`src/rtl/npc_rf_pkg.sv`:
```
// Shared register-file constants and the write-request record used by the
// GPR file, the EXU/LSU writeback paths and the writeback arbiter.
package npc_rf_pkg;

  localparam int NUM_REGS   = 32;
  localparam int DATA_WIDTH = 64;
  localparam int ADDR_WIDTH = 5;

  // Writes to x0 are architecturally discarded.
  localparam logic [ADDR_WIDTH-1:0] REG_ZERO = '0;

  typedef struct packed {
    logic [ADDR_WIDTH-1:0] addr;
    logic [DATA_WIDTH-1:0] data;
  } rf_wr_t;

endpackage

```
`src/rtl/rf_wb_slot.sv`:
```
// One-entry writeback holding slot. Accepts a request whenever it is empty
// or its current entry is being granted this cycle, so a steady stream
// drains at one write per cycle. Requests to x0 are consumed but never held.
module rf_wb_slot
  import npc_rf_pkg::*;
#(
  parameter int ADDR_WIDTH_P = npc_rf_pkg::ADDR_WIDTH,
  parameter int DATA_WIDTH_P = npc_rf_pkg::DATA_WIDTH
) (
  input  logic                    i_clk,
  input  logic                    i_rst_n,
  input  logic                    i_valid,
  input  logic [ADDR_WIDTH_P-1:0] i_waddr,
  input  logic [DATA_WIDTH_P-1:0] i_wdata,
  input  logic                    i_grant,
  output logic                    o_ready,
  output logic                    o_load,
  output logic                    o_valid,
  output logic [ADDR_WIDTH_P-1:0] o_waddr,
  output logic [DATA_WIDTH_P-1:0] o_wdata
);

  logic                    r_valid;
  logic [ADDR_WIDTH_P-1:0] r_waddr;
  logic [DATA_WIDTH_P-1:0] r_wdata;
  logic                    w_accept;

  assign o_ready  = ~r_valid | i_grant;
  assign w_accept = i_valid & o_ready;
  // An accepted x0 write is simply dropped here.
  assign o_load   = w_accept & (i_waddr != ADDR_WIDTH_P'(REG_ZERO));

  assign o_valid  = r_valid;
  assign o_waddr  = r_waddr;
  assign o_wdata  = r_wdata;

  // Slot contents: a load wins over the clear caused by a grant.
  always_ff @(posedge i_clk or negedge i_rst_n) begin
    if (!i_rst_n) begin
      r_valid <= 1'b0;
      r_waddr <= '0;
      r_wdata <= '0;
    end else if (o_load) begin
      r_valid <= 1'b1;
      r_waddr <= i_waddr;
      r_wdata <= i_wdata;
    end else if (i_grant) begin
      r_valid <= 1'b0;
    end
  end

endmodule

```
`src/rtl/rf_wb_arbiter.sv`:
```
// Writeback arbiter for the single GPR write port. Port 0 is the EXU, port 1
// the LSU. Same-destination writes issue oldest first; otherwise contested
// cycles alternate between the ports. Exposes a pending bitmap for decode.
module rf_wb_arbiter #(
  parameter int DATA_WIDTH = npc_rf_pkg::DATA_WIDTH,
  parameter int ADDR_WIDTH = npc_rf_pkg::ADDR_WIDTH,
  parameter int NUM_REGS   = npc_rf_pkg::NUM_REGS
) (
  input  logic                  i_clk,
  input  logic                  i_rst_n,
  input  logic                  i_s0_valid,
  output logic                  o_s0_ready,
  input  logic [ADDR_WIDTH-1:0] i_s0_waddr,
  input  logic [DATA_WIDTH-1:0] i_s0_wdata,
  input  logic                  i_s1_valid,
  output logic                  o_s1_ready,
  input  logic [ADDR_WIDTH-1:0] i_s1_waddr,
  input  logic [DATA_WIDTH-1:0] i_s1_wdata,
  output logic                  o_rf_wen,
  output logic [ADDR_WIDTH-1:0] o_rf_waddr,
  output logic [DATA_WIDTH-1:0] o_rf_wdata,
  output logic [NUM_REGS-1:0]   o_pending
);

  logic                  w_v0, w_v1;
  logic [ADDR_WIDTH-1:0] w_a0, w_a1;
  logic [DATA_WIDTH-1:0] w_d0, w_d1;
  logic                  w_load0, w_load1;
  logic                  w_grant0, w_grant1;
  logic                  w_sel;        // granted slot index
  logic                  w_contested;
  logic                  w_same_addr;
  logic                  w_keep0, w_keep1;
  logic                  r_age;        // 1: slot 1 holds the older entry
  logic                  r_rr;         // port favoured on the next contest

  rf_wb_slot #(.ADDR_WIDTH_P(ADDR_WIDTH), .DATA_WIDTH_P(DATA_WIDTH)) u_slot0 (
    .i_clk   (i_clk),
    .i_rst_n (i_rst_n),
    .i_valid (i_s0_valid),
    .i_waddr (i_s0_waddr),
    .i_wdata (i_s0_wdata),
    .i_grant (w_grant0),
    .o_ready (o_s0_ready),
    .o_load  (w_load0),
    .o_valid (w_v0),
    .o_waddr (w_a0),
    .o_wdata (w_d0)
  );

  rf_wb_slot #(.ADDR_WIDTH_P(ADDR_WIDTH), .DATA_WIDTH_P(DATA_WIDTH)) u_slot1 (
    .i_clk   (i_clk),
    .i_rst_n (i_rst_n),
    .i_valid (i_s1_valid),
    .i_waddr (i_s1_waddr),
    .i_wdata (i_s1_wdata),
    .i_grant (w_grant1),
    .o_ready (o_s1_ready),
    .o_load  (w_load1),
    .o_valid (w_v1),
    .o_waddr (w_a1),
    .o_wdata (w_d1)
  );

  assign w_contested = w_v0 & w_v1;
  assign w_same_addr = (w_a0 == w_a1);

  // Grant selection: age decides same-address conflicts, rr_ptr the rest.
  always_comb begin
    w_sel = w_v1;
    if (w_contested) begin
      w_sel = w_same_addr ? r_age : r_rr;
    end
  end

  assign o_rf_wen   = w_v0 | w_v1;
  assign w_grant0   = o_rf_wen & ~w_sel;
  assign w_grant1   = o_rf_wen & w_sel;
  assign o_rf_waddr = o_rf_wen ? (w_sel ? w_a1 : w_a0) : '0;
  assign o_rf_wdata = o_rf_wen ? (w_sel ? w_d1 : w_d0) : '0;

  // A slot keeps its current entry when it is valid and not granted.
  assign w_keep0 = w_v0 & ~w_grant0 & ~w_load0;
  assign w_keep1 = w_v1 & ~w_grant1 & ~w_load1;

  // Round-robin pointer moves only after a different-address contest.
  always_ff @(posedge i_clk or negedge i_rst_n) begin
    if (!i_rst_n) begin
      r_rr <= 1'b0;
    end else if (w_contested && !w_same_addr) begin
      r_rr <= ~w_sel;
    end
  end

  // Age bit: a newly loaded entry is younger than one already held; on a
  // simultaneous load the LSU entry is treated as older.
  always_ff @(posedge i_clk or negedge i_rst_n) begin
    if (!i_rst_n) begin
      r_age <= 1'b0;
    end else if (w_load0 && w_load1) begin
      r_age <= 1'b1;
    end else if (w_load0 && w_keep1) begin
      r_age <= 1'b1;
    end else if (w_load1 && w_keep0) begin
      r_age <= 1'b0;
    end
  end

  // Pending decoder; x0 can never be pending.
  genvar gi;
  generate
    for (gi = 0; gi < NUM_REGS; gi++) begin : gen_pending
      if (gi == 0) begin : gen_zero
        assign o_pending[gi] = 1'b0;
      end else begin : gen_reg
        assign o_pending[gi] = (w_v0 & (w_a0 == ADDR_WIDTH'(gi))) |
                               (w_v1 & (w_a1 == ADDR_WIDTH'(gi)));
      end
    end
  endgenerate

endmodule

```
`config.mk`:
```
export PLATFORM = sky130hd
export DESIGN_NAME = rf_wb_arbiter
export DESIGN_NICKNAME = d
export VERILOG_FILES = /design/src/rtl/npc_rf_pkg.sv /design/src/rtl/rf_wb_slot.sv /design/src/rtl/rf_wb_arbiter.sv
export SDC_FILE = /design/constraint.sdc
export NUM_CORES = 1
export LEC_CHECK = 0
export CAP_MARGIN = 15
export CELL_PAD_IN_SITES_DETAIL_PLACEMENT = 1
export CELL_PAD_IN_SITES_GLOBAL_PLACEMENT = 1
export CORE_AREA = 2 2 144 146
export DETAILED_ROUTE_END_ITERATION = 12
export DIE_AREA = 0 0 146 148
export GPL_ROUTABILITY_DRIVEN = 0
export GPL_TIMING_DRIVEN = 0
export PLACE_DENSITY_LB_ADDON = 0.1
export SLEW_MARGIN = 40
export SYNTH_ARGS = -nofsm -noshare
export SYNTH_HDL_FRONTEND = slang
export SYNTH_HIERARCHICAL = 1
export SYNTH_SLANG_ARGS = --single-unit
export TNS_END_PERCENT = 10
```
`constraint.sdc`:
```
create_clock -name i_clk -period 3.04 [get_ports i_clk]
set_clock_uncertainty 0.1 [all_clocks]
set_input_delay 0.608 -clock i_clk [delete_from_list [all_inputs] [get_ports i_clk]]
set_output_delay 0.608 -clock i_clk [all_outputs]
set_load 0.01 [all_outputs]
```
[After elaboration in Yosys (flattened, before gate mapping)]
Cells that the tools add are included.
Widths: inputs -> output; s select.
Storage, ports and cells
  flip-flop bits (word level): 142
  bits in latches: 0
  memory bits (writable): 0
  ROM bits: 0
  input bits: 142
  memories: 0
Cells by class
  add/subtract/negate cells: 0
  multiply operators: 0
  divide/modulo/power cells: 0
  magnitude comparators: 0
  equal/unequal tests: 63
  shift-type cells: 0
  muxes and demuxes: 13
  bitwise operators: 114
  reductions and logical operators: 10
Operators by type and width (number)
  $eq 5x5->1 const B: 32
  $mux 64: 2
  $eq 5x4->1 const B: 16
  $and 1x1->1: 73
  $eq 5x3->1 const B: 8
  $or 1x1->1: 34
  $eq 5x2->1 const B: 4
  $eq 5x1->1 const B: 2
  $mux 5: 2
  $reduce_bool 5->1: 2
  $mux 1: 9
  $not 1->1: 7
  $eq 5x5->1: 1
  $logic_and 1x1->1: 4
  $reduce_bool 2->1: 2
  $reduce_bool 3->1: 1
  $logic_not 1->1: 1

[Depth between registers and ports, before layout]
  word-level depth: 14
  depth in mapped cells: 13
  depth with buffers taken out: 10

[Cells and area by module]
Netlist, hierarchy kept.
Modules (own cells, without submodules)
  rf_wb_slot: instances 2, cells an instance 154, area an instance 2906.5 sq um, sequential area each 1751.7 sq um
  rf_wb_arbiter: instances 1, cells an instance 191, area an instance 1336.3 sq um, sequential area each 50.0 sq um

[Least setup slack after synthesis]
No wires, ideal clock.
  path type: register to register
  start: register u_slot1.r_waddr[2] (netlist: u_slot1/o_waddr[2])
  end: register r_age
  library setup time: 0.131 ns
  arrival time: 2.640 ns
  data required time: 2.809 ns
  slack: 0.169 ns
  cell stages (with the launch flop): 14
  path buffers: 3
  clock period less this slack: 2.871 ns
  cells stage by stage: dfrtp_1 -> buf_2 -> xor2_1 -> nor3_2 -> a211oi_1 -> a311oi_2 -> buf_2 -> nand2b_1 -> o211ai_4 -> buf_6 -> inv_1 -> nand4b_1 -> o31ai_1 -> a211oi_1
Between the ends
  word-level cells in the longest chain between the ends: 12
  elaborated cells on any way between the ends: 26
Ends and longest elaborated chain
  from (decl): line rf_wb_slot.sv:24  | logic [ADDR_WIDTH_P-1:0] r_waddr;
  from (signal assigned): line rf_wb_slot.sv:45  | r_waddr <= i_waddr;
  $eq 5x5->1 (*): line rf_wb_arbiter.sv:66  | assign w_same_addr = (w_a0 == w_a1);
  $mux 1 (*): line rf_wb_arbiter.sv:72  | w_sel = w_same_addr ? r_age : r_rr;
  $mux 1 (*): line rf_wb_arbiter.sv:71  | if (w_contested) begin
  $and 1x1->1 (*): line rf_wb_arbiter.sv:78  | assign w_grant1 = o_rf_wen & w_sel;
  net w_grant1: line rf_wb_arbiter.sv:29  | logic w_grant0, w_grant1;
  $or 1x1->1 (*): line rf_wb_slot.sv:28  | assign o_ready = ~r_valid | i_grant;
  net o_s1_ready: line rf_wb_arbiter.sv:16  | output logic o_s1_ready,
  $and 1x1->1 (*): line rf_wb_slot.sv:29  | assign w_accept = i_valid & o_ready;
  $and 1x1->1 (*): line rf_wb_slot.sv:31  | assign o_load = w_accept & (i_waddr != ADDR_WIDTH_P'(REG_ZERO));
  net w_load1: line rf_wb_arbiter.sv:28  | logic w_load0, w_load1;
  $not 1->1: line rf_wb_arbiter.sv:84  | assign w_keep1 = w_v1 & ~w_grant1 & ~w_load1;
  $and 1x1->1: line rf_wb_arbiter.sv:84
  $logic_and 1x1->1: line rf_wb_arbiter.sv:102  | end else if (w_load0 && w_keep1) begin
  $mux 1: line rf_wb_arbiter.sv:102
  $mux 1: line rf_wb_arbiter.sv:100  | end else if (w_load0 && w_load1) begin
  to (signal assigned): line rf_wb_arbiter.sv:99  | r_age <= 1'b0;
  to (signal assigned): line rf_wb_arbiter.sv:101  | r_age <= 1'b1;
  to (signal assigned): line rf_wb_arbiter.sv:103  | r_age <= 1'b1;
  to (decl): line rf_wb_arbiter.sv:34  | logic r_age;
The timed path passes the listed nets; every way through them passes the cells marked *.
A chain may end at the register's enable or synchronous reset.

[Worst setup path after layout]
  start: register u_slot0.r_waddr[2] (netlist: u_slot0/o_waddr[2])
  end: output port o_rf_wdata[60]
Between the ends
  word-level cells in the longest chain between the ends: 5
Ends and longest elaborated chain
  from (decl): line rf_wb_slot.sv:24
  from (signal assigned): line rf_wb_slot.sv:45
  $eq 5x5->1: line rf_wb_arbiter.sv:66
  $mux 1: line rf_wb_arbiter.sv:72
  $mux 1: line rf_wb_arbiter.sv:71
  $mux 64 (2 in a row): line rf_wb_arbiter.sv:80  | assign o_rf_wdata = o_rf_wen ? (w_sel ? w_d1 : w_d0) : '0;
  to (decl): line rf_wb_arbiter.sv:21  | output logic [DATA_WIDTH-1:0] o_rf_wdata,
No other way between the ends.

==> impl_metrics.env <==
export IMPL_status="complete, but fails checks"
export IMPL_violations="setup timing"
export IMPL_finalWorstSetupSlack_ps=-155
export IMPL_cpPeakStageDelay_ps=450
export IMPL_reg2reg_from="u_slot0/o_waddr[2]"
export IMPL_grt_pass1_wl_um=34700
export IMPL_grt_pass1_vias=6048
export IMPL_track_usage=0.207
export IMPL_wire_per_inst_um=20.9
export IMPL_dr_pass1_iters=4
export IMPL_path_clk_slew_ps=60
export IMPL_holdPathEnd="u_slot1/o_wdata[57]"
export IMPL_worstHoldStart="u_slot1/o_wdata[57]"
export IMPL_p_total_mw=13.8
export IMPL_finalSetupViolCount=70
export IMPL_p_per_area_nw_per_um2=1280
export IMPL_cts_buffers=17
export IMPL_reg2reg_slack_ps=20
export IMPL_worst_pin_slew_ps=601
export IMPL_slew_viol_final=0
export IMPL_slew_limit_headroom=0.598
export IMPL_gr_total_overflow=0
export IMPL_htree_num_levels=4
export IMPL_fmax_ghz=0.313
export IMPL_path_class="register to output pin"
export IMPL_cap_violations=0
export IMPL_worstPathArrival_ps=2490
export IMPL_worstSkewPairLatency_ps=420
export IMPL_multiInputGateArea_sq_um=3380
export IMPL_end_kind="output pin"
export IMPL_path_depth=10
export IMPL_synth_warnings=6
export IMPL_ys_ff_latch=142
export IMPL_required_ps=2330
export IMPL_fillers=2031
export IMPL_area_delta_synth_final_pct=51.8
export IMPL_drive_gt1_frac=0.385
export IMPL_rsz0062_at_grt="yes"
export IMPL_drt_total_wl_um=22300
export IMPL_ant_nets=0
export IMPL_row_count=52
export IMPL_netlist_instances=499
export IMPL_io_buffers=244
export IMPL_core_area_sq_um=20000
export IMPL_final_util=0.541
export IMPL_drc=0
export IMPL_fin_crit_ps=3190
export IMPL_avgSynthCellArea_sq_um=14.3
export IMPL_synth_area_top_cells="dfrtp_1 (50%), mux2_4 (25%), a22o_1 (9.6%)"
export IMPL_syn_area_sq_um=7150
export IMPL_synth_edf_count=0
export IMPL_min_path_cells=1
export IMPL_die_area_sq_um=21600
export IMPL_post_route_period_util=1.05
export IMPL_start_kind="register"
export IMPL_path_buf_inv=5
export IMPL_start_util=0.357
export IMPL_async_reset_ff_frac=1.00
export IMPL_grt_max_degree=73
export IMPL_chipHeight_um=148
export IMPL_r2r_end="r_age"
export IMPL_synth_nets=641
export IMPL_crit_fanout=10
export IMPL_cpMostUsedCell="buf_12"
export IMPL_yosysSeqAreaShare=0.497
export IMPL_synth_top_cell_by_area="dfrtp_1"
export IMPL_cts_tree="built"
export IMPL_synth_flop_cell="dfrtp_1"
export IMPL_synth_top_area_frac=0.497
export IMPL_hpwl_um=15800
export IMPL_final_hold_viol_count=0
export IMPL_cts_root_buf="clkbuf_16"
export IMPL_hp_class="register to register"
export IMPL_nNetsFinal=927
export IMPL_antenna_found_initial=1
export IMPL_seqCellArea_sq_um=3570
export IMPL_avgViaCountPerCell=5.07
export IMPL_path_cells="xor2_4, nor3_4, buf_6, and2_4, a311oi_4, buf_12, buf_4, buf_12, a22o_1, buf_2"
export IMPL_clkSinkCount=142
export IMPL_drt_initial_drc_count=210
export IMPL_ir_drop_mv=0.505
export IMPL_whs_ps=403
export IMPL_clk_path_buf_depth=2
export IMPL_worstRegToRegCells=14
export IMPL_via_count=5419
export IMPL_critPathSlowestCell="dfrtp_2"
export IMPL_ios=246
export IMPL_p_leak_nw=5.00
export IMPL_cp_top_family="buffers and inverters"
export IMPL_die_w_um=146
export IMPL_ys_types=32
## how the worst max path moves through the flow
stage	startpoint	endpoint	slack, ps
global route	u_slot0/o_waddr[2]	o_rf_wdata[53]	-250
finish	u_slot0/o_waddr[2]	o_rf_wdata[60]	-150
detailed placement	u_slot1/o_waddr[2]	o_s1_ready	-800
global placement	i_rst_n	u_slot0/o_wdata[7]	-4530
floorplan	u_slot1/o_waddr[2]	r_age	170
CTS	u_slot0/o_valid	o_rf_wdata[15]	-360
## logic make-up (layout without fill, tap and decap cells)
kind of cell | after synthesis | in the layout | share of synthesized area
buffers and inverters | 44 | 342 | 0.0478
other | 1 | 2 | 0.000525
DFF | 142 | 142 | 0.497
and+or+nand+nor | 57 | 57 | 0.0436
AOI/OAI and AO/OA | 121 | 121 | 0.139
muxes | 128 | 128 | 0.265
xor gates and xnor gates | 6 | 6 | 0.00735
## stage by stage
| stage | setup slack (ps) | setup TNS, ps | cells | cell area (sq um) |
|---|---|---|---|---|
| after floorplan | 169 | 0 | 499 | 7150 |
| after global placement | -4530 | -733650 | 1013 | 9930 |
| after detailed placement | -804 | -112330 | 1015 | 9990 |
| after CTS | -358 | -22360 | 1062 | 10900 |
| after global routing | -245 | -14360 | 1067 | 10800 |
| final | -155 | -6110 | 1068 | 10800 |
## routing by layer
| metal | track usage | up-vias | wire length, um |
|---|---|---|---|
| li1 | - | 2438 | - |
| met1 | 0.254 | 2754 | 9420 |
| met2 | 0.350 | 206 | 11100 |
| met3 | 0.0682 | 21 | 1540 |
| met5 | 0 | - | 0 |
| met4 | 0.0612 | 0 | 314 |
## report_power, final
group,internal [mW],switching [mW]
sequential,2.88,0.682
combinational,4.49,3.59
clock,1.33,0.866
## worst reg2reg max path, cell delays in order, from the launching register on
cell and delay (ps):
dfrtp_2 450, xor2_4 200, nor3_4 70, buf_6 120, and4_4 180, nor3_4 270
buf_6 160, buf_12 130, nand2b_4 160, o211ai_4 210, buf_6 240, inv_1 80
nand4b_1 140, o31ai_1 100, a211oi_1 290
## flip-flops by register name, indices dropped and copies added, names as in the netlist
| register | flops |
|---|---|
| u_slot1/o_wdata | 64 |
| u_slot0/o_waddr | 5 |
| u_slot1/o_waddr | 5 |
| u_slot0/o_wdata | 64 |
| r_rr | 1 |
| r_age | 1 |
| u_slot1/o_valid | 1 |
| u_slot0/o_valid | 1 |
## area by class of cell
| type | instances | share of cell area |
|---|---|---|
| Sequential cell | 142 | 0.329 |
| Antenna cell | 1 | 0.000231 |
| Inverter | 5 | 0.00173 |
| Timing Repair Buffer | 270 | 0.228 |
| Tap cell | 270 | 0.0311 |
| Buffer | 36 | 0.0423 |
| Clock inverter | 13 | 0.0160 |
| Clock buffer | 18 | 0.0405 |
| Multi-Input combinational cell | 313 | 0.312 |
## cells in the mapped netlist, types with 3 or more instances
library cell  instances
clkbuf_1             13
nor2b_1               4
mux2_4              120
mux2_1                8
buf_6                 3
a22o_1               78
xor2_1                6
and2_1                3
buf_2                 9
inv_1                 5
nor2_1                7
nand2_1              16
nand2b_1              7
buf_8                12
dfrtp_1             142
or2_2                 4
nand3_1               8
o22ai_1              31
## repair_timing
action | CTS | global route
cloned | 1 | 2
gates resized for setup | 184 | 147
hold buffers | 1 | 0
setup buffers | 16 | 6
endpoints found under the setup margin | 225 | 197
endpoints found under the hold margin | 11 | 0
pin swaps | 6 | 15
## placed cells by master (no fill, tap or decap), types with 3 or more instances in the layout
cell	synthesis	routed
clkdlybuf4s50_1	0	172
dfrtp_1	142	132
mux2_4	120	120
a22o_1	78	78
clkbuf_2	0	41
o22ai_1	31	31
buf_8	12	22
clkbuf_16	0	20
buf_2	9	19
buf_4	2	16
nand2_1	16	16
buf_6	3	11
dfrtp_2	0	10
nand3_1	8	8
mux2_1	8	8
inv_6	0	7
clkbuf_1	13	6
inv_1	5	5
nand2b_1	7	5
clkdlybuf4s15_1	0	5
xor2_2	0	4
buf_12	0	4
nor2b_1	4	4
or2_2	4	4
nor2_1	7	4
bufinv_16	0	3
clkinvlp_4	0	3
(Power assumes the default switching activity.)
